### src/rtl/tmr_status_pkg.sv
// Shared definitions for the TMR status/LED output block: display mode codes
// and the supervisory FSM state type.
package tmr_status_pkg;

  localparam logic [1:0] MODE_TIME  = 2'd0;
  localparam logic [1:0] MODE_FAULT = 2'd1;
  localparam logic [1:0] MODE_WALK  = 2'd2;
  localparam logic [1:0] MODE_OFF   = 2'd3;

  typedef enum logic [1:0] {
    ST_IDLE  = 2'd0,
    ST_RUN   = 2'd1,
    ST_ALARM = 2'd2
  } state_t;

endpackage

### src/rtl/tmr_fault_counter.sv
// One voter channel: rising-edge detect, sticky fault flag, registered LED bit
// and (with TMR_STATUS_FAULT_CNT_EN defined) a saturating edge counter.
module tmr_fault_counter #(
  parameter int FCNT_W = 8
) (
  input  logic              clk,
  input  logic              rst_n,
  input  logic              i_flag,
  input  logic              i_clear,
  output logic              o_rise,
  output logic              o_sticky_nxt,
  output logic              o_led,
  output logic [FCNT_W-1:0] o_count
);

  logic r_prev;
  logic r_sticky;
  logic r_led;

  assign o_rise = i_flag & ~r_prev;

  // Clear wins over a coincident edge; the edge history still advances so the
  // suppressed edge is never counted later.
  always_comb begin
    o_sticky_nxt = r_sticky | o_rise;
    if (i_clear) begin
      o_sticky_nxt = 1'b0;
    end
  end

  always_ff @(posedge clk) begin
    if (!rst_n) begin
      r_prev   <= 1'b0;
      r_sticky <= 1'b0;
      r_led    <= 1'b0;
    end else begin
      r_prev   <= i_flag;
      r_sticky <= o_sticky_nxt;
      r_led    <= i_flag | o_sticky_nxt;
    end
  end

  assign o_led = r_led;

`ifdef TMR_STATUS_FAULT_CNT_EN
  logic [FCNT_W-1:0] r_count;

  function automatic logic [FCNT_W-1:0] sat_inc(input logic [FCNT_W-1:0] v);
    return (&v) ? v : v + 1'b1;
  endfunction

  always_ff @(posedge clk) begin
    if (!rst_n) begin
      r_count <= '0;
    end else if (i_clear) begin
      r_count <= '0;
    end else if (o_rise) begin
      r_count <= sat_inc(r_count);
    end
  end

  assign o_count = r_count;
`else
  assign o_count = '0;
`endif

endmodule

### src/rtl/tmr_status_outputs.sv
// TMR status outputs: IDLE/RUN/ALARM supervisor, LED display modes and
// per-channel fault tracking. Optional counters: TMR_STATUS_FAULT_CNT_EN.
module tmr_status_outputs
  import tmr_status_pkg::*;
#(
  parameter int TIME_W    = 64,
  parameter int LED_W     = 8,
  parameter int LED_LSB   = 24,
  parameter int BLINK_BIT = 25,
  parameter int NCH       = 3,
  parameter int FCNT_W    = 8
) (
  input  logic                  clk,
  input  logic                  rst_n,
  input  logic                  voted_resetn,
  input  logic [TIME_W-1:0]     voted_time_count,
  input  logic                  disagreement,
  input  logic [NCH-1:0]        fault_flags,
  input  logic [1:0]            mode,
  input  logic                  clear_faults,
  output logic [LED_W-1:0]      led_pattern,
  output logic                  status_led,
  output logic                  disagree_led,
  output logic [NCH-1:0]        fault_leds,
  output logic [NCH*FCNT_W-1:0] fault_count,
  output logic                  alarm
);

  localparam int WALK_W = (LED_W > 1) ? $clog2(LED_W) : 1;
  localparam logic [WALK_W-1:0] WALK_LAST = WALK_W'(LED_W - 1);

  state_t r_state;
  state_t w_state_nxt;

  logic               r_dis_prev;
  logic               r_blink_prev;
  logic               r_walk_active;
  logic [WALK_W-1:0]  r_walk_pos;
  logic [LED_W-1:0]   r_led_pattern;
  logic               r_status_led;
  logic               r_disagree_led;
  logic               r_alarm;

  logic [NCH-1:0]       w_rise;
  logic [NCH-1:0]       w_sticky_nxt;
  logic                 w_dis_rise;
  logic                 w_blink;
  logic                 w_toggle;
  logic                 w_walk_active;
  logic [WALK_W-1:0]    w_walk_pos_nxt;
  logic [NCH+LED_W-1:0] w_fault_pad;
  logic [LED_W-1:0]     w_led_nxt;

  for (genvar g = 0; g < NCH; g++) begin : g_ch
    tmr_fault_counter #(
      .FCNT_W(FCNT_W)
    ) u_cnt (
      .clk          (clk),
      .rst_n        (rst_n),
      .i_flag       (fault_flags[g]),
      .i_clear      (clear_faults),
      .o_rise       (w_rise[g]),
      .o_sticky_nxt (w_sticky_nxt[g]),
      .o_led        (fault_leds[g]),
      .o_count      (fault_count[g*FCNT_W +: FCNT_W])
    );
  end

  assign w_dis_rise  = disagreement & ~r_dis_prev;
  assign w_blink     = voted_time_count[BLINK_BIT];
  assign w_toggle    = w_blink ^ r_blink_prev;
  assign w_fault_pad = {{LED_W{1'b0}}, w_sticky_nxt};

  always_comb begin
    w_state_nxt = r_state;
    if (!voted_resetn) begin
      w_state_nxt = ST_IDLE;
    end else begin
      case (r_state)
        ST_IDLE:  w_state_nxt = ST_RUN;
        ST_RUN:   if ((|w_rise) || w_dis_rise) w_state_nxt = ST_ALARM;
        ST_ALARM: if (clear_faults && (fault_flags == '0) && !disagreement)
                    w_state_nxt = ST_RUN;
        default:  w_state_nxt = ST_IDLE;
      endcase
    end
  end

  // Walk restarts at bit 0 whenever it becomes the visible mode, including
  // when leaving IDLE with WALK already selected.
  always_comb begin
    w_walk_active  = (w_state_nxt != ST_IDLE) && (mode == MODE_WALK);
    w_walk_pos_nxt = r_walk_pos;
    if (w_walk_active) begin
      if (!r_walk_active) begin
        w_walk_pos_nxt = '0;
      end else if (w_toggle) begin
        w_walk_pos_nxt = (r_walk_pos == WALK_LAST) ? '0 : r_walk_pos + 1'b1;
      end
    end
  end

  always_comb begin
    w_led_nxt = '0;
    if (w_state_nxt != ST_IDLE) begin
      case (mode)
        MODE_TIME:  w_led_nxt = voted_time_count[LED_LSB +: LED_W];
        MODE_FAULT: w_led_nxt = w_fault_pad[LED_W-1:0];
        MODE_WALK:  w_led_nxt[w_walk_pos_nxt] = 1'b1;
        default:    w_led_nxt = '0;
      endcase
    end
  end

  // Output registers are loaded from the next state so FSM-derived outputs
  // show the state being entered on the same edge.
  always_ff @(posedge clk) begin
    if (!rst_n) begin
      r_state        <= ST_IDLE;
      r_dis_prev     <= 1'b0;
      r_blink_prev   <= 1'b0;
      r_walk_active  <= 1'b0;
      r_walk_pos     <= '0;
      r_led_pattern  <= '0;
      r_status_led   <= 1'b0;
      r_disagree_led <= 1'b0;
      r_alarm        <= 1'b0;
    end else begin
      r_state        <= w_state_nxt;
      r_dis_prev     <= disagreement;
      r_blink_prev   <= w_blink;
      r_walk_active  <= w_walk_active;
      r_walk_pos     <= w_walk_pos_nxt;
      r_led_pattern  <= w_led_nxt;
      r_status_led   <= (w_state_nxt != ST_IDLE) & w_blink;
      r_disagree_led <= (w_state_nxt == ST_ALARM) ? w_blink : disagreement;
      r_alarm        <= (w_state_nxt == ST_ALARM);
    end
  end

  assign led_pattern  = r_led_pattern;
  assign status_led   = r_status_led;
  assign disagree_led = r_disagree_led;
  assign alarm        = r_alarm;

endmodule

### config.mk
export PLATFORM = sky130hd
export DESIGN_NAME = tmr_status_outputs
export DESIGN_NICKNAME = d
export VERILOG_FILES = /design/src/rtl/tmr_status_pkg.sv /design/src/rtl/tmr_fault_counter.sv /design/src/rtl/tmr_status_outputs.sv
export SDC_FILE = /design/constraint.sdc
export NUM_CORES = 1
export LEC_CHECK = 0
export ABC_AREA = 0
export CAP_MARGIN = 0
export CORE_ASPECT_RATIO = 0.8
export CORE_UTILIZATION = 33
export CTS_CLUSTER_DIAMETER = 100
export DETAILED_ROUTE_END_ITERATION = 8
export PLACE_DENSITY = 0.78
export REMOVE_ABC_BUFFERS = 1
export SLEW_MARGIN = 0
export SYNTH_ARGS = -nofsm -noshare
export SYNTH_HDL_FRONTEND = slang
export SYNTH_SLANG_ARGS = --single-unit
export TNS_END_PERCENT = 10
### constraint.sdc
create_clock -name clk -period 1.9 [get_ports clk]
set_input_delay 0.38 -clock clk [delete_from_list [all_inputs] [get_ports clk]]
set_output_delay 0.38 -clock clk [all_outputs]
set_load 0.01 [all_outputs]
==> impl_metrics.json, run 1 <==
{
  "status": "complete, no violations",
  "finalHoldViolations": 0,
  "criticalPathCategory": "primary input to register",
  "post_layout_cell_count": 263,
  "synthesis.instances": 153,
  "worstPathBufferInverterCount": 2,
  "power.clock.fraction_pct": 35.6,
  "die_height_um": 60.2,
  "layout_setup_ws_ps": 102,
  "pin_count_of_the_biggest_net_entering_global_routing": 17,
  "share_seq_of_total_power_pct": 47.7,
  "layout_overhead_on_the_synthesized_area_pct": 41.0,
  "synth_mux_area_share_pct": 0.807,
  "route.antenna.remaining_nets": 0,
  "drt-pass1-iter-count": 4,
  "grt_first_pass_wirelength_um": 4460,
  "post-dp-hpwl_um": 2150,
  "numCtsBuffers": 3,
  "number_of_cells_after_detailed_placement": 259,
  "cts.sinks": 28,
  "setup_viol_count_final": 0,
  "worstPathMaxFanout": 3,
  "insertion_delay_ps": 270,
  "clock_tree.root_cell": "sky130_fd_sc_hd__clkbuf_8",
  "globalRouteTotalUtil_pct": 13.3,
  "powerDensity_nw_per_um2": 662,
  "power.static_leakage_nw": 0.870,
  "design.die.area_um2": 4490,
  "number_of_drc_violations_after_detailed_routing": 0,
  "pre_cts_ws_ps": -331,
  "layout-drive-gt1-share_pct": 23.6,
  "clk_transition_reported_paths_ps": 90,
  "vias": 1122,
  "port-buffer-count": 31,
  "data_arrival_time_of_the_critical_path_ps": 2010,
  "postLayoutCoreUtil_pct": 50.1,
  "post_synth_main_area_contributors": "sky130_fd_sc_hd__dfxtp_1 (40%), sky130_fd_sc_hd__buf_4 (15%), sky130_fd_sc_hd__and2_1 (4.5%)",
  "cts_tree": "done",
  "drt-wirelength-per-cell_um": 10.6,
  "antenna_found_initial": 0,
  "yosysWarningCount": 0,
  "chain_of_cells_forming_the_critical_path": "clkdlybuf4s50_1 > buf_4 > nand2_1 > a211o_1 > a211oi_2 > nand3_1 > o21ai_1",
  "number_of_global_route_vias_before_repair": 1006,
  "htreeDepth": 1,
  "dieWidth_um": 74.7,
  "drt_iter0_drc": 41,
  "p_sw_share_pct": 22.5,
  "critPathTopFamily": "compound AO/OA/AOI/OAI gates",
  "min_cycle_time_layout_ps": 1800,
  "yosys.area_share.simple_pct": 21.7,
  "start_util_pct": 35.5,
  "post-synth-top-area-fraction_pct": 40.2,
  "worst-endpoint-required_ps": 2110,
  "fp.coreArea_um2": 3930,
  "n_antenna_cell": 0,
  "ctsLongestPathBuffers": 2,
  "grt_setup_unrepaired": "no",
  "ir_drop_uv": 266,
  "finClkSkew_ps": 2.31,
  "clock.fmax_ghz": 0.556,
  "hp-class": "primary input to register",
  "post-synth-top-area-cell": "sky130_fd_sc_hd__dfxtp_1",
  "period_share_pct": 94.6,
  "filler_cell_count": 371,
  "post_drt_via_cell_ratio": 4.27,
  "internal_power_mw": 1.01,
  "synth_compound_gate_area_share_pct": 18.4,
  "final_net_count": 285,
  "critPathMaxStageDelay_ps": 510,
  "synth-adder-area-share_pct": 1.79,
  "combinational_family_with_the_most_area_after_synthesis": "simple AND/OR/NAND/NOR gates",
  "post_synthesis_instance_area_um2": 1400,
  "core.rowCount": 20,
  "p_switching_mw": 0.293,
  "synth_xor_xnor_area_share_pct": 1.26,
  "synth.ff_latch_count": 28,
  "worstSetupEndpointType": "register",
  "cap_violations": 0,
  "share_comb_of_total_power_pct": 16.7,
  "critical_path.startpoint_type": "primary input",
  "yosys.cell_types.count": 37,
  "cts_setup_buffers": 0,
  "design.portCount": 112,
  "slowest_stage": "sky130_fd_sc_hd__clkdlybuf4s50_1",
  "finalMaxSlewViolations": 0,
  "wl_um": 2780,
  "globalplace.congestion": 0.795,
  "grt.overflow.total": 0,
  "finalPower_mw": 1.30,
  "syn_avg_cell_area_um2": 9.12,
  "yosysSeqAreaShare_pct": 40.2
}
what timing repair did:
action | 4_1_cts | 5_1_grt
hold buffers | 0 | 0
resized for setup | 2 | 13
setup endpoints to repair | 1 | 4
pin swaps | 1 | 3
Yosys cell counts:
cell type and n:
sky130_fd_sc_hd__o21ba_2 2, sky130_fd_sc_hd__a22oi_1 3, sky130_fd_sc_hd__xor2_1 1, sky130_fd_sc_hd__o211a_1 1, sky130_fd_sc_hd__or4b_1 1, sky130_fd_sc_hd__conb_1 1
sky130_fd_sc_hd__ha_1 2, sky130_fd_sc_hd__nand4_1 1, sky130_fd_sc_hd__buf_4 27, sky130_fd_sc_hd__mux2_1 1, sky130_fd_sc_hd__a21boi_0 1, sky130_fd_sc_hd__nor3_1 2
sky130_fd_sc_hd__or3_4 1, sky130_fd_sc_hd__or2_2 3, sky130_fd_sc_hd__nand3_1 3, sky130_fd_sc_hd__nor3b_1 1, sky130_fd_sc_hd__nor2_1 7, sky130_fd_sc_hd__and2_1 10
sky130_fd_sc_hd__o22ai_1 3, sky130_fd_sc_hd__inv_1 4, sky130_fd_sc_hd__nand2_2 1, sky130_fd_sc_hd__xnor2_1 1, sky130_fd_sc_hd__a21bo_4 1, sky130_fd_sc_hd__a211oi_2 1
sky130_fd_sc_hd__o211ai_2 1, sky130_fd_sc_hd__a221oi_2 1, sky130_fd_sc_hd__a32oi_1 1, sky130_fd_sc_hd__a22o_1 2, sky130_fd_sc_hd__o21ai_1 6, sky130_fd_sc_hd__o21ai_0 2
sky130_fd_sc_hd__dfxtp_1 28, sky130_fd_sc_hd__a21oi_1 4, sky130_fd_sc_hd__nor2b_1 6, sky130_fd_sc_hd__nand2b_1 8, sky130_fd_sc_hd__nand2_1 11, sky130_fd_sc_hd__a211o_1 2
sky130_fd_sc_hd__o21ai_2 2
sequential cells by signal (all words and copies together) (netlist names):
| signal | flops |
|---|---|
| disagree_led | 1 |
| g_ch.u_cnt.r_sticky | 3 |
| alarm | 1 |
| r_dis_prev | 1 |
| r_blink_prev | 1 |
| g_ch.u_cnt.r_prev | 3 |
| led_pattern | 8 |
| r_walk_active | 1 |
| r_walk_pos | 3 |
| status_led | 1 |
| g_ch.u_cnt.o_led | 3 |
| r_state | 2 |
cells by family (layout without fill, tap and decap cells):
family | count (synthesis) | in the layout
AOI/OAI and AO/OA | 33 | 33
xor gates and xnor gates | 2 | 2
adders and majority gates | 2 | 2
buffers and inverters | 31 | 63
DFF | 28 | 28
muxes | 1 | 1
other | 1 | 24
and+or+nand+nor | 55 | 55
power groups by stage:
stage / registers, mW / logic [mW] / clock network (mW)
2_1_floorplan: 0.638 / 0.0853 / 0
3_3_place_gp: 0.632 / 0.204 / 0
3_5_place_dp: 0.632 / 0.207 / 0
4_1_cts: 0.619 / 0.209 / 0.471
5_1_grt: 0.624 / 0.238 / 0.494
6_report: 0.621 / 0.217 / 0.464
worst register-to-register path: cells and delay by family (launching register included):
family | cells | cell delay [ps]
AND/OR/NAND/NOR | 2 | 470
AO/OA/AOI/OAI | 2 | 400
adder cells (fa/ha/maj) | 2 | 390
flip-flops | 1 | 370
per-stage QoR:
stage               area, µm²  hold WS (ps)  setup TNS, ps
finish                   1970           444              0
global route             1970           467              0
CTS                      1920           579              0
detailed placement       1840           549          -2260
global placement         1840           551          -1880
floorplan                1280           493              0
area by class of cell:
class	count	area, µm²	area share, %
flip-flops and latches	28	561	28.5
well taps	55	68.8	3.50
repair buffers	55	500	25.4
clock buffers	3	41.3	2.10
inverters	4	15.0	0.763
clock inverters	1	30.0	1.53
multi-input cells	117	751	38.2
placed cells by master (no fill, tap or decap), types with 2 or more instances in the layout:
master,instances
sky130_fd_sc_hd__dfxtp_1,28
sky130_fd_sc_hd__clkdlybuf4s50_1,27
sky130_fd_sc_hd__conb_1,24
sky130_fd_sc_hd__buf_4,24
sky130_fd_sc_hd__nand2_1,11
sky130_fd_sc_hd__and2_1,10
sky130_fd_sc_hd__nand2b_1,8
sky130_fd_sc_hd__nor2b_1,6
sky130_fd_sc_hd__nor2_1,5
sky130_fd_sc_hd__inv_1,4
sky130_fd_sc_hd__o21ai_1,4
sky130_fd_sc_hd__a21oi_1,4
sky130_fd_sc_hd__dlymetal6s2s_1,4
sky130_fd_sc_hd__a22oi_1,3
sky130_fd_sc_hd__nand3_1,3
sky130_fd_sc_hd__o22ai_1,3
sky130_fd_sc_hd__o21ai_2,3
sky130_fd_sc_hd__or2_2,3
sky130_fd_sc_hd__clkbuf_8,3
sky130_fd_sc_hd__nor3_1,2
sky130_fd_sc_hd__o21ai_0,2
sky130_fd_sc_hd__a211o_1,2
sky130_fd_sc_hd__a22o_1,2
sky130_fd_sc_hd__o21ba_2,2
sky130_fd_sc_hd__ha_1,2
worst paths after layout:
path	startpoint	endpoint	slack (ps)	cells after the start
min	disagreement	r_dis_prev$_SDFF_PN0_	440	2
min reg2reg	g_ch[2].u_cnt.r_sticky$_SDFF_PN0_	g_ch[2].u_cnt.r_sticky$_SDFF_PN0_	580	2
max reg2reg	r_walk_pos[0]$_SDFF_PN0_	led_pattern[1]$_SDFF_PN0_	200	6
max	voted_resetn	led_pattern[5]$_SDFF_PN0_	100	7
per-layer routing:
metal	up-vias	routed length, µm	global-route usage, %
met4	0	14	3.23
met3	2	152	4.22
met5	-	0	0
met2	33	1270	21.5
met1	503	1350	17.1
li1	584	-	-
Power figures use the tool's default switching activity.
==> inputs of run 2 (changes only) <==
--- a/config.mk
+++ b/config.mk
@@ -9,7 +9,7 @@
 export CAP_MARGIN = 0
 export CORE_ASPECT_RATIO = 0.8
 export CORE_UTILIZATION = 33
-export CTS_CLUSTER_DIAMETER = 100
+export CTS_CLUSTER_DIAMETER = 30
 export DETAILED_ROUTE_END_ITERATION = 8
 export PLACE_DENSITY = 0.78
 export REMOVE_ABC_BUFFERS = 1
==> results of run 2 <==
Final layout, timing and power as in run 1 (identical DEF).
==> inputs of run 3 (changes only) <==
--- a/config.mk
+++ b/config.mk
@@ -10,6 +10,7 @@
 export CORE_ASPECT_RATIO = 0.8
 export CORE_UTILIZATION = 33
 export CTS_CLUSTER_DIAMETER = 30
+export CTS_CLUSTER_SIZE = 14
 export DETAILED_ROUTE_END_ITERATION = 8
 export PLACE_DENSITY = 0.78
 export REMOVE_ABC_BUFFERS = 1
==> results of run 3 <==
Final layout, timing and power as in run 1 (identical DEF).
